--- src/rtl/aip_slave_if.sv ---
// AIP host-protocol responder: pointers, config/STATUS registers, start/done handshake, interrupt.
// Optional macro AIP_INT_EN adds the interrupt mask register and the active-low int_req.
module aip_slave_if #(
    parameter int          DATAWIDTH = 32,
    parameter int          MEM_AW    = 4,
    parameter int          MEM_DEPTH = 9,
    parameter logic [31:0] IP_ID     = 32'h1000500A
) (
    input  logic                 clk,
    input  logic                 rst_a,
    input  logic                 en_s,
    input  logic [DATAWIDTH-1:0] data_in,
    output logic [DATAWIDTH-1:0] data_out,
    input  logic                 write,
    input  logic                 read,
    input  logic                 start,
    input  logic [4:0]           conf_dbus,
    output logic                 x_we,
    output logic                 y_we,
    output logic [MEM_AW-1:0]    x_addr,
    output logic [MEM_AW-1:0]    y_addr,
    output logic [DATAWIDTH-1:0] x_wdata,
    output logic [DATAWIDTH-1:0] y_wdata,
    output logic [MEM_AW-1:0]    z_addr,
    input  logic [DATAWIDTH-1:0] z_rdata,
    output logic [DATAWIDTH-1:0] conf_size,
    output logic                 start_core,
    input  logic                 core_done,
    output logic                 int_req
);

    localparam logic [4:0] C_MDATA_X = 5'd0;
    localparam logic [4:0] C_ADATA_X = 5'd1;
    localparam logic [4:0] C_MDATA_Y = 5'd2;
    localparam logic [4:0] C_ADATA_Y = 5'd3;
    localparam logic [4:0] C_MDATA_Z = 5'd4;
    localparam logic [4:0] C_ADATA_Z = 5'd5;
    localparam logic [4:0] C_CSIZE   = 5'd6;
    localparam logic [4:0] C_ASIZE   = 5'd7;
    localparam logic [4:0] C_STATUS  = 5'd30;
    localparam logic [4:0] C_IP_ID   = 5'd31;

    localparam logic [MEM_AW-1:0] PTR_LAST  = MEM_AW'(MEM_DEPTH - 1);
    localparam logic [MEM_AW:0]   DEPTH_EXT = (MEM_AW + 1)'(MEM_DEPTH);

    typedef enum logic {ST_IDLE = 1'b0, ST_RUN = 1'b1} state_t;

    state_t            state, state_next;
    logic [MEM_AW-1:0] px, py, pz;
    logic              pc;
    logic [7:0]        flags;
    logic [7:0]        mask;
    logic              busy;
    logic              launch;
    logic [DATAWIDTH-1:0] rd_data;
    logic [31:0]       status;

    // Strobes are single-cycle qualifiers: each high cycle with en_s=1 is one
    // transfer; write has priority, so a simultaneous read is discarded.
    logic wr_ev, rd_ev, go_ev, done_ev;
    assign wr_ev   = en_s & write;
    assign rd_ev   = en_s & read & ~write;
    assign go_ev   = en_s & start;
    assign done_ev = en_s & core_done;

    function automatic logic [MEM_AW-1:0] ptr_inc(input logic [MEM_AW-1:0] p);
        return (p == PTR_LAST) ? '0 : p + 1'b1;
    endfunction

    function automatic logic [MEM_AW-1:0] ptr_load(input logic [MEM_AW-1:0] v);
        return ({1'b0, v} >= DEPTH_EXT) ? '0 : v;
    endfunction

    assign x_we    = wr_ev & (conf_dbus == C_MDATA_X);
    assign y_we    = wr_ev & (conf_dbus == C_MDATA_Y);
    assign x_addr  = px;
    assign y_addr  = py;
    assign x_wdata = data_in;
    assign y_wdata = data_in;
    assign z_addr  = pz;

    assign status = {8'd0, mask, 7'd0, busy, flags};

    always_comb begin
        rd_data = '0;
        case (conf_dbus)
            C_ADATA_X: rd_data = DATAWIDTH'(px);
            C_ADATA_Y: rd_data = DATAWIDTH'(py);
            C_MDATA_Z: rd_data = z_rdata;
            C_ADATA_Z: rd_data = DATAWIDTH'(pz);
            C_CSIZE:   rd_data = conf_size;
            C_ASIZE:   rd_data = DATAWIDTH'(pc);
            C_STATUS:  rd_data = DATAWIDTH'(status);
            C_IP_ID:   rd_data = DATAWIDTH'(IP_ID);
            default:   rd_data = '0;
        endcase
    end

    always_ff @(posedge clk) begin
        if (rst_a) begin
            data_out  <= '0;
            px        <= '0;
            py        <= '0;
            pz        <= '0;
            pc        <= 1'b0;
            conf_size <= '0;
        end else begin
            if (wr_ev) begin
                case (conf_dbus)
                    C_MDATA_X: px <= ptr_inc(px);
                    C_ADATA_X: px <= ptr_load(data_in[MEM_AW-1:0]);
                    C_MDATA_Y: py <= ptr_inc(py);
                    C_ADATA_Y: py <= ptr_load(data_in[MEM_AW-1:0]);
                    C_ADATA_Z: pz <= ptr_load(data_in[MEM_AW-1:0]);
                    // PC is a one-bit offset: any nonzero legal load saturates it.
                    C_ASIZE:   pc <= (ptr_load(data_in[MEM_AW-1:0]) != '0);
                    C_CSIZE: begin
                        if (!pc) conf_size <= data_in;
                        pc <= 1'b1;
                    end
                    default: ;
                endcase
            end
            if (rd_ev) begin
                data_out <= rd_data;
                if (conf_dbus == C_MDATA_Z) pz <= ptr_inc(pz);
            end
        end
    end

    // A DONE set in the same cycle as a host clear wins.
    always_ff @(posedge clk) begin
        if (rst_a) begin
            flags <= '0;
        end else begin
            flags <= (flags & ~((wr_ev && conf_dbus == C_STATUS) ? data_in[7:0] : 8'd0))
                     | {7'd0, done_ev};
        end
    end

`ifdef AIP_INT_EN
    always_ff @(posedge clk) begin
        if (rst_a) mask <= '0;
        else if (wr_ev && conf_dbus == C_STATUS) mask <= data_in[23:16];
    end
    assign int_req = ~|(flags & mask);
`else
    assign mask    = '0;
    assign int_req = 1'b1;
`endif

    always_ff @(posedge clk) begin
        if (rst_a) begin
            state      <= ST_IDLE;
            start_core <= 1'b0;
        end else begin
            state      <= state_next;
            start_core <= launch;
        end
    end

    always_comb begin
        state_next = state;
        case (state)
            ST_IDLE: if (go_ev)   state_next = ST_RUN;
            ST_RUN:  if (done_ev) state_next = ST_IDLE;
            default: state_next = ST_IDLE;
        endcase
    end

    always_comb begin
        busy   = (state == ST_RUN);
        launch = (state == ST_IDLE) && go_ev;
    end

endmodule

--- config.mk ---
export PLATFORM = sky130hd
export DESIGN_NAME = aip_slave_if
export DESIGN_NICKNAME = d
export VERILOG_FILES = /design/src/rtl/aip_slave_if.sv
export SDC_FILE = /design/constraint.sdc
export NUM_CORES = 1
export LEC_CHECK = 0
export BUFFER_PORTS_ARGS = -buffer_cell sky130_fd_sc_hd__buf_2
export CORE_AREA = 4 4 124 114
export DETAILED_ROUTE_END_ITERATION = 7
export DIE_AREA = 0 0 128 118
export PLACE_DENSITY = 0.66
export SYNTH_ARGS = -nofsm -noshare
export SYNTH_HDL_FRONTEND = slang
export SYNTH_SLANG_ARGS = --single-unit
--- constraint.sdc ---
create_clock -name clk -period 2.19 [get_ports clk]
set_input_delay 0.3285 -clock clk [delete_from_list [all_inputs] [get_ports clk]]
set_output_delay 0.3285 -clock clk [all_outputs]
set_load 0.005 [all_outputs]
==> impl_metrics.tcl, run 1 <==
set metrics [dict create \
    syn-instance-count 552 \
    wire_per_inst_um 15.88 \
    clock.fmax_ghz 0.5369 \
    synth_enable_flop_cells 0 \
    die_w_um 128 \
    diodes 0 \
    grt_antenna_before_repair 0 \
    synth_common_cells "105 x nand2_1, 87 x dfxtp_1, 65 x buf_4" \
    worst_slew_pin_slew_ns 0.5308 \
    max-slew-margin-rel 0.6442 \
    syn-num-nets 634 \
    place.gp.congestion 0.8733 \
    netlist_top_cells_area "dfxtp_1 39%, buf_4 11%, nand2_1 8.9%" \
    period_share 0.8505 \
    setup_viol 0 \
    clk_path_buf_depth 2 \
    synthAdderAreaFrac 0.01688 \
    period_needed_ns 1.863 \
    cp.depth 5 \
    r2r.worst_path.cells 5 \
    grt_pass1_vias 4123 \
    yosys.area.top_type "dfxtp_1" \
    ys_ff_latch 87 \
    maxCapViolCount 0 \
    start_kind "primary input" \
    drive_gt1_frac 0.3715 \
    postCtsSetupRepairBufs 0 \
    synth_mux_area_frac 0.03657 \
    grt_max_degree 33 \
    clkTransAtPathRegs_ns 0.06 \
    die_area_sq_um 15100 \
    numPortBuffers 218 \
    worst_path_most_repeated_cell "buf_2" \
    cts_hold_buf 0 \
    outcome "finished clean" \
    cp_data_required_time_ns 1.86 \
    p_per_area_nw_per_um2 596.9 \
    slowest_delay_ns 0.46 \
    ys.flop_type "dfxtp_1" \
    synthArstFlopShare 0 \
    fin_skew_ns 0.005058 \
    mappedNetlistArea_sq_um 4448 \
    yosysTopAreaCellShare 0.3916 \
    fin_area_sq_um 5548 \
    cp_slowest_cell "or3_1" \
    cts_tree "built" \
    routed_via_density 4.944 \
    place_area_sq_um 5285 \
    final_util 0.4373 \
    hpwl_um 10560 \
    grt_pass1_wl_um 21910 \
    leakagePower_nw 2.435 \
    yosysMostFrequentCell "nand2_1" \
    holdPathStages 2 \
    yosys.area_share.simple 0.1941 \
    cts_buffers 9 \
    synth_warnings 0 \
    track_usage 0.1793 \
    maxSlewViolCount 0 \
    drcViolationCount 0 \
    cts_sinks 87 \
    ant_nets 0 \
    wl_um 13850 \
    io_pins 220 \
    core_area_sq_um 12690 \
    finalHoldViolCount 0 \
    synthXorXnorAreaFrac 0.005907 \
    cp_top_family "simple AND/OR/NAND/NOR gates" \
    rows 39 \
    worstSetupEndpointType "output pin" \
    setup-tns-final_ns 0 \
    h-tree-depth 3 \
    die_h_um 118 \
    worst-path-buf-inv 2 \
    initialDrtViolationCount 265 \
    root_buffer "clkbuf_16" \
    nNetsFinal 787 \
    drt_first_pass_iters 5 \
    synth.distinct_cells 49 \
    num_vias 4311 \
    cts_resized 0 \
    synth-compound-area-share 0.2031 \
    start_util 0.3506 \
    hp-class "primary input to flop" \
    grt-ovfl-total 0 \
    synth_top_family_by_area "compound AO/OA/AOI/OAI gates" \
    worst_ep_arrival_time_ns 1.53 \
    rsz0062_at_grt "no" \
    irDropWorstVdd_uv 331.9 \
    avgSynthCellArea_sq_um 8.058 \
    crit_type "primary input to output pin" \
    clk_latency_ns 0.34 \
    area_growth_pct 24.73 \
    path_cells "buf_2 > or3_1 > or2_2 > nor2_1 > buf_2" \
    crit_fanout 8 \
    synth_seq_area_share 0.3916 \
]
-- final cells by class --
class	instances	area, sq um
Timing Repair Buffer	241	1264
Multi-Input combinational cell	356	2037
Clock buffer	10	239.0
Clock inverter	4	23.77
Fill cell	1328	7139
Sequential cell	87	1742
Tap cell	164	205.2
Inverter	10	37.54
-- stage by stage --
step / instances / worst slack (ns) / power, W / hold slack (ns)
finish: 872 / 0.3275 / 0.003311 / 0.1979
CTS: 872 / 0.3376 / 0.003358 / 0.1890
global route: 872 / 0.2989 / 0.003460 / 0.1962
detailed placement: 858 / 0.2718 / 0.001969 / 0.4332
floorplan: 552 / 0.2346 / 0.001848 / 0.4116
global placement: 858 / 0.2947 / 0.001968 / 0.4300
-- power breakdown --
group	switching, W	internal, W
Clock	0.000597	0.000782
Combinational	0.000184	0.000146
Sequential	0.00000944	0.00159
Total	0.000790	0.00252
-- final timing paths --
check                         startpoint  slack, ns                endpoint
setup / recovery            conf_dbus[2]       0.33                    y_we
hold / removal                data_in[5]       0.20     flags[5]$_SDFF_PP0_
hold reg to reg      flags[3]$_SDFF_PP0_       0.44     flags[3]$_SDFF_PP0_
setup reg to reg  x_addr[0]$_SDFFE_PP0P_       0.57  x_addr[0]$_SDFFE_PP0P_
-- per-layer routing --
metal  vias up  GRT usage  share of wire
li1       2154          -              -
met1      1970     0.2358           0.44
met2       169     0.2893           0.46
met3        18    0.04492          0.075
met4         0    0.05239          0.016
met5         -          0              0
-- layout by cell type, fill, tap and decap left out, drive strengths merged, types with 7 or more instances in the layout --
master and count:
a311oi 8, a211oi 18, a21oi 53, nor3 7
clkbuf 10, mux2i 14, o21ai 29, nand2b 9
inv 10, buf 241, nor2 29, dfxtp 87
a22oi 24, nand2 105
-- logic make-up (layout without fill, tap and decap cells) --
group	count (synthesis)	count (layout)
compound gates	145	145
xor+xnor	3	3
fa+ha+maj	6	6
buf+inv	109	265
flops	87	87
mux	15	15
other cells	1	1
simple gates	186	186
-- flip-flops by register name (all words and copies together) (netlist names) --
| signal | cells |
|---|---|
| busy | 1 |
| conf_size | 32 |
| data_out | 32 |
| flags | 8 |
| pc | 1 |
| start_core | 1 |
| x_addr | 4 |
| y_addr | 4 |
| z_addr | 4 |
(Power assumes the default switching activity.)
==> run 2: changes to the inputs <==
==> config.mk (replaced) <==
export PLATFORM = sky130hd
export DESIGN_NAME = aip_slave_if
export DESIGN_NICKNAME = d
export VERILOG_FILES = /design/src/rtl/aip_slave_if.sv
export SDC_FILE = /design/constraint.sdc
export NUM_CORES = 1
export LEC_CHECK = 0
export CORE_AREA = 5 5 125 115
export DETAILED_ROUTE_END_ITERATION = 7
export DIE_AREA = 0 0 130 120
export DONT_BUFFER_PORTS = 1
export PLACE_DENSITY = 0.52
export SYNTH_ARGS = -nofsm -noshare
export SYNTH_HDL_FRONTEND = slang
export SYNTH_SLANG_ARGS = --single-unit
==> run 2 against run 1 <==
Effect of this change: via count fell by 18%; non-clock buffer count fell by 229; combinational power fell by 64%; power fell by 4.5%; highest routed layer unchanged; critical path depth fell by 2; sequential power barely moved; wire length fell by 5.3%.
==> impl_metrics.tcl, run 2 (synthesis results as in run 1) <==
set metrics [dict create \
    cp_data_required_time_ns 1.86 \
    cp_slowest_cell "or3_1" \
    slowest_delay_ns 0.45 \
    leakagePower_nw 1.401 \
    clk_latency_ns 0.34 \
    rows 40 \
    maxCapViolCount 0 \
    crit_type "primary input to output pin" \
    setup_viol 0 \
    final_common_cell "nand2_1" \
    start_util 0.3418 \
    max-slew-margin-rel 0.4196 \
    wire_per_inst_um 20.24 \
    worst-path-buf-inv 0 \
    path_cells "or3_1 > or2_2 > nor2_1" \
    drcViolationCount 0 \
    clkTransAtPathRegs_ns 0.06 \
    grt_pass1_wl_um 20180 \
    period_share 0.7633 \
    initialDrtViolationCount 219 \
    cts_resized 0 \
    root_buffer "clkbuf_16" \
    io_pins 220 \
    die_h_um 120 \
    core_area_sq_um 13010 \
    postCtsSetupRepairBufs 0 \
    diodes 0 \
    h-tree-depth 3 \
    drt_first_pass_iters 4 \
    cts_hold_buf 0 \
    worst_ep_arrival_time_ns 1.34 \
    worstSetupEndpointType "output pin" \
    finalHoldViolCount 0 \
    rsz0062_at_grt "no" \
    die_area_sq_um 15600 \
    numPortBuffers 0 \
    power.total_w 0.003164 \
    hp-class "primary input to flop" \
    clk_path_buf_depth 2 \
    die_w_um 130 \
    cts_buffers 9 \
    fin_area_sq_um 4404 \
    worst_slack_ns 0.5184 \
    clock.fmax_ghz 0.5982 \
    crit_fanout 13 \
    cts_tree "built" \
    layout_common_cells "105 x nand2_1, 87 x dfxtp_1, 53 x a21oi_1" \
    period_needed_ns 1.672 \
    irDropWorstVdd_uv 455.2 \
    grt_antenna_before_repair 0 \
    num_vias 3544 \
    top_regs "conf_size: 32 flops, data_out: 32 flops, flags: 8 flops" \
    place_area_sq_um 4129 \
    cts_sinks 87 \
    area_growth_pct -0.9846 \
    worst_slew_pin_slew_ns 0.8706 \
    track_usage 0.1661 \
    outcome "finished clean" \
    p_per_area_nw_per_um2 718.4 \
    place.gp.congestion 0.8795 \
    hpwl_um 9712 \
    nFillCells 1391 \
    post-place-ws_ns 0.3043 \
    whs_ns 0.05625 \
    grt_pass1_vias 3509 \
    maxSlewViolCount 0 \
    setup-tns-final_ns 0 \
    routed_via_density 5.469 \
    ant_nets 0 \
    cp_top_family "simple AND/OR/NAND/NOR gates" \
    nNetsFinal 558 \
    fin_skew_ns 0.006978 \
    start_kind "primary input" \
    grt_max_degree 60 \
    wl_um 13120 \
    drive_gt1_frac 0.07083 \
    grt-ovfl-total 0 \
]
run 2: final timing paths:
| path | start | end | slack [ns] | cells after the start |
|---|---|---|---|---|
| setup reg to reg | x_addr[0]$_SDFFE_PP0P_ | x_addr[0]$_SDFFE_PP0P_ | 0.55 | 5 |
| hold reg to reg | flags[4]$_SDFF_PP0_ | flags[4]$_SDFF_PP0_ | 0.45 | 2 |
| setup / recovery | conf_dbus[4] | y_we | 0.52 | 3 |
| hold / removal | rst_a | conf_size[14]$_SDFFE_PP0P_ | 0.06 | 1 |
run 2: stage by stage:
step	instances	utilization
after CTS	648	0.3385
after global routing	648	0.3385
after detailed placement	633	0.3173
after floorplan	552	-
final	648	0.3385
after global placement	633	0.3173
run 2: worst reg2reg max path: cells and delay by family (launching register included):
family                   cells  cell delay, ns
AO/OA/AOI/OAI                1            0.24
adder cells (fa/ha/maj)      1            0.21
buffers and inverters        1            0.08
flip-flops                   1            0.52
AND/OR/NAND/NOR              2            0.50
run 2: layout make-up:
class,instances,area (sq um),area share
clock buffers,12,256.5,0.05824
clock inverters,3,18.77,0.004261
inverters,10,37.54,0.008523
multi-input cells,356,2037,0.4625
flip-flops and latches,87,1742,0.3955
well taps,168,210.2,0.04773
repair buffers,12,102.6,0.02330
run 2: per-layer routing:
metal / wire length, um / track usage / vias to the layer above
li1: - / - / 1694
met1: 5664 / 0.2117 / 1664
met2: 5819 / 0.2452 / 162
met3: 1301 / 0.07299 / 24
met4: 331 / 0.06494 / 0
met5: 0 / 0 / -
run 2: report_power, final:
group	total, W	internal (W)	switching (W)
clock network	0.00144	0.000823	0.000618
logic	0.000118	0.0000493	0.0000686
registers	0.00161	0.00159	0.0000123
==> run 3: changes to the inputs <==
==> config.mk (replaced) <==
export PLATFORM = sky130hd
export DESIGN_NAME = aip_slave_if
export DESIGN_NICKNAME = d
export VERILOG_FILES = /design/src/rtl/aip_slave_if.sv
export SDC_FILE = /design/constraint.sdc
export NUM_CORES = 1
export LEC_CHECK = 0
export ABC_AREA = 1
export CORE_AREA = 5 5 128 118
export DETAILED_ROUTE_END_ITERATION = 7
export DIE_AREA = 0 0 133 123
export DONT_BUFFER_PORTS = 1
export PLACE_DENSITY = 0.51
export SYNTH_ARGS = -nofsm -noshare
export SYNTH_HDL_FRONTEND = slang
export SYNTH_SLANG_ARGS = --single-unit
==> constraint.sdc (replaced) <==
create_clock -name clk -period 1.65 [get_ports clk]
set_input_delay 0.2475 -clock clk [delete_from_list [all_inputs] [get_ports clk]]
set_output_delay 0.2475 -clock clk [all_outputs]
set_load 0.005 [all_outputs]
==> run 3 against run 2 <==
Effect of this change: hold slack improved by 0.0056 ns; critical path depth is 3 higher; sequential share of layout area shrank 2.3 points; power grew 43%; cell count increased by 19%; cell area is 6.3% higher; worst setup slack worse by 0.24 ns; critical endpoint unchanged; die area is 4.9% higher; highest routed layer is now met5; non-clock buffer count rose by 5; critical path type unchanged; register-to-register slack worse by 0.26 ns.
==> impl_metrics.tcl, run 3 <==
set metrics [dict create \
    rows 41 \
    wl_um 14160 \
    hpwl_um 10500 \
    rsz0062_at_grt "no" \
    worstSetupEndpointType "output pin" \
    root_buffer "clkbuf_16" \
    cp_top_family "simple AND/OR/NAND/NOR gates" \
    die_w_um 133 \
    start_util 0.3413 \
    synth_seq_area_share 0.3726 \
    yosys.area.top_type "dfxtp_1" \
    grt_max_degree 38 \
    top_regs "conf_size: 32 flops, data_out: 32 flops, flags: 8 flops" \
    setup-tns-final_ns 0 \
    worst-path-buf-inv 2 \
    path_cells "nand2_1 > inv_1 > nand2_1 > nor2_1 > inv_2 > nor2_1" \
    r2r_setup_slack_ns 0.29 \
    wire_per_inst_um 18.38 \
    nNetsFinal 675 \
    ant_nets 0 \
    hold_start "z_rdata[10]" \
    avgSynthCellArea_sq_um 7.104 \
    hp-class "primary input to flop" \
    worst_ep_arrival_time_ns 1.13 \
    period_share 0.8320 \
    setup_viol 0 \
    initialDrtViolationCount 181 \
    synth_enable_flop_cells 0 \
    cts_sinks 87 \
    die_h_um 123 \
    cts_buffers 9 \
    grt_antenna_before_repair 1 \
    fin_skew_ns 0.004513 \
    track_usage 0.1726 \
    yosysMostFrequentCell "nand2_1" \
    num_vias 3894 \
    die_area_sq_um 16360 \
    slowest_delay_ns 0.25 \
    yosysTopAreaCellShare 0.3726 \
    h-tree-depth 3 \
    synth_common_cells "143 x nand2_1, 87 x dfxtp_1, 68 x buf_4" \
    drive_gt1_frac 0.1020 \
    postCtsSetupRepairBufs 0 \
    min_to "data_out[10]$_SDFFE_PP0P_" \
    outcome "finished clean" \
    drcViolationCount 0 \
    crit_start "write" \
    ys.flop_type "dfxtp_1" \
    clk_latency_ns 0.34 \
    crit_fanout 6 \
    grt_pass1_vias 3853 \
    syn-num-nets 740 \
    clk_path_buf_depth 2 \
    routed_via_density 5.057 \
    netlist_top_cells_area "dfxtp_1 37%, nand2_1 11%, buf_4 11%" \
    cp_slowest_cell "nor2_1" \
    place.gp.congestion 0.8327 \
    core_area_sq_um 13700 \
    holdPathStages 2 \
    mappedNetlistArea_sq_um 4674 \
    area_growth_pct 0.1606 \
    cts_tree "built" \
    p_per_area_nw_per_um2 964.6 \
    synthArstFlopShare 0 \
    final_common_cell "nand2_1" \
    clock.fmax_ghz 0.7284 \
    numPortBuffers 0 \
    grt_pass1_wl_um 21820 \
    cp_data_required_time_ns 1.40 \
    grt-ovfl-total 0 \
    diodes 0 \
    clkTransAtPathRegs_ns 0.06 \
    maxSlewViolCount 0 \
    irDropWorstVdd_uv 555.4 \
    synth_warnings 0 \
    ys_ff_latch 87 \
    synth.distinct_cells 34 \
    drt_first_pass_iters 5 \
    io_pins 220 \
    maxCapViolCount 0 \
    r2r_end "z_addr[3]$_SDFF_PP0_" \
    start_kind "primary input" \
    period_needed_ns 1.373 \
    whs_ns 0.06183 \
    syn-instance-count 658 \
    crit_type "primary input to output pin" \
    rr_startpoint "z_addr[1]$_SDFF_PP0_" \
    finalHoldViolCount 0 \
    r2r.worst_path.cells 9 \
    leakagePower_nw 1.880 \
    layout_common_cells "143 x nand2_1, 87 x dfxtp_1, 66 x nor2_1" \
]
==> run 3: report_power, final <==
| part | internal [W] | switching [W] | total [W] |
|---|---|---|---|
| registers | 0.00211 | 0.0000149 | 0.00213 |
| clock network | 0.00133 | 0.000836 | 0.00217 |
| logic | 0.0000659 | 0.000154 | 0.000220 |
==> run 3: cell families (layout without fill, tap and decap cells) <==
family | after synthesis | after routing | synth area share
adders and majority gates | 6 | 6 | 0.01606
other | 1 | 1 | 0.0008022
and+or+nand+nor | 284 | 284 | 0.2693
xor gates and xnor gates | 2 | 2 | 0.003748
DFF | 87 | 87 | 0.3726
AOI/OAI and AO/OA | 126 | 126 | 0.1448
buffers and inverters | 152 | 92 | 0.1927
==> run 3: worst register-to-register path, delay by kind of cell, from the launching register on <==
family / cells / cell delay, ns
AO/OA/AOI/OAI: 4 / 0.39
adder cells (fa/ha/maj): 1 / 0.18
buffers and inverters: 2 / 0.12
flip-flops: 1 / 0.47
AND/OR/NAND/NOR: 2 / 0.14
==> run 3: cell type report <==
class                           count  area [sq um]
Sequential cell                    87          1742
Multi-Input combinational cell    419          2032
Inverter                           59         226.5
Fill cell                        1480          9015
Timing Repair Buffer               17         152.6
Clock inverter                      5         81.33
Clock buffer                       11         232.7
Tap cell                          172         215.2
==> run 3: worst max path at each step <==
stage | endpoint | cells after the start
2_1_floorplan | conf_size[21]$_SDFFE_PP0P_ | 10
3_3_place_gp | data_out[3]$_SDFFE_PP0P_ | 9
3_5_place_dp | data_out[3]$_SDFFE_PP0P_ | 9
4_1_cts | y_we | 6
5_1_grt | z_addr[3]$_SDFF_PP0_ | 9
6_report | y_we | 6
==> run 3: metrics by stage <==
stage	setup WS (ns)	instance area [sq um]	util	instances	power, W
2_1_floorplan	0.3102	4674	-	658	0.002465
6_report	0.2771	4682	0.3418	770	0.004516
3_5_place_dp	0.1974	4348	0.3174	753	0.002380
4_1_cts	0.2437	4682	0.3418	770	0.004603
3_3_place_gp	0.2247	4348	0.3174	753	0.002378
5_1_grt	0.1374	4682	0.3418	770	0.004715
==> run 3: timing repair <==
action,4_1_cts,5_1_grt
endpoints found under the hold margin,37,0
gates resized for setup,0,0
endpoints found under the setup margin,0,0
hold buffers,1,0
==> run 3: routing by layer <==
metal  GRT usage  up-vias  wire [um]
met3     0.07282       19       1307
met4     0.05000        2        152
met1      0.2127     1776       6076
met2      0.2776      162       6606
met5           0        -         13
li1            -     1935          -
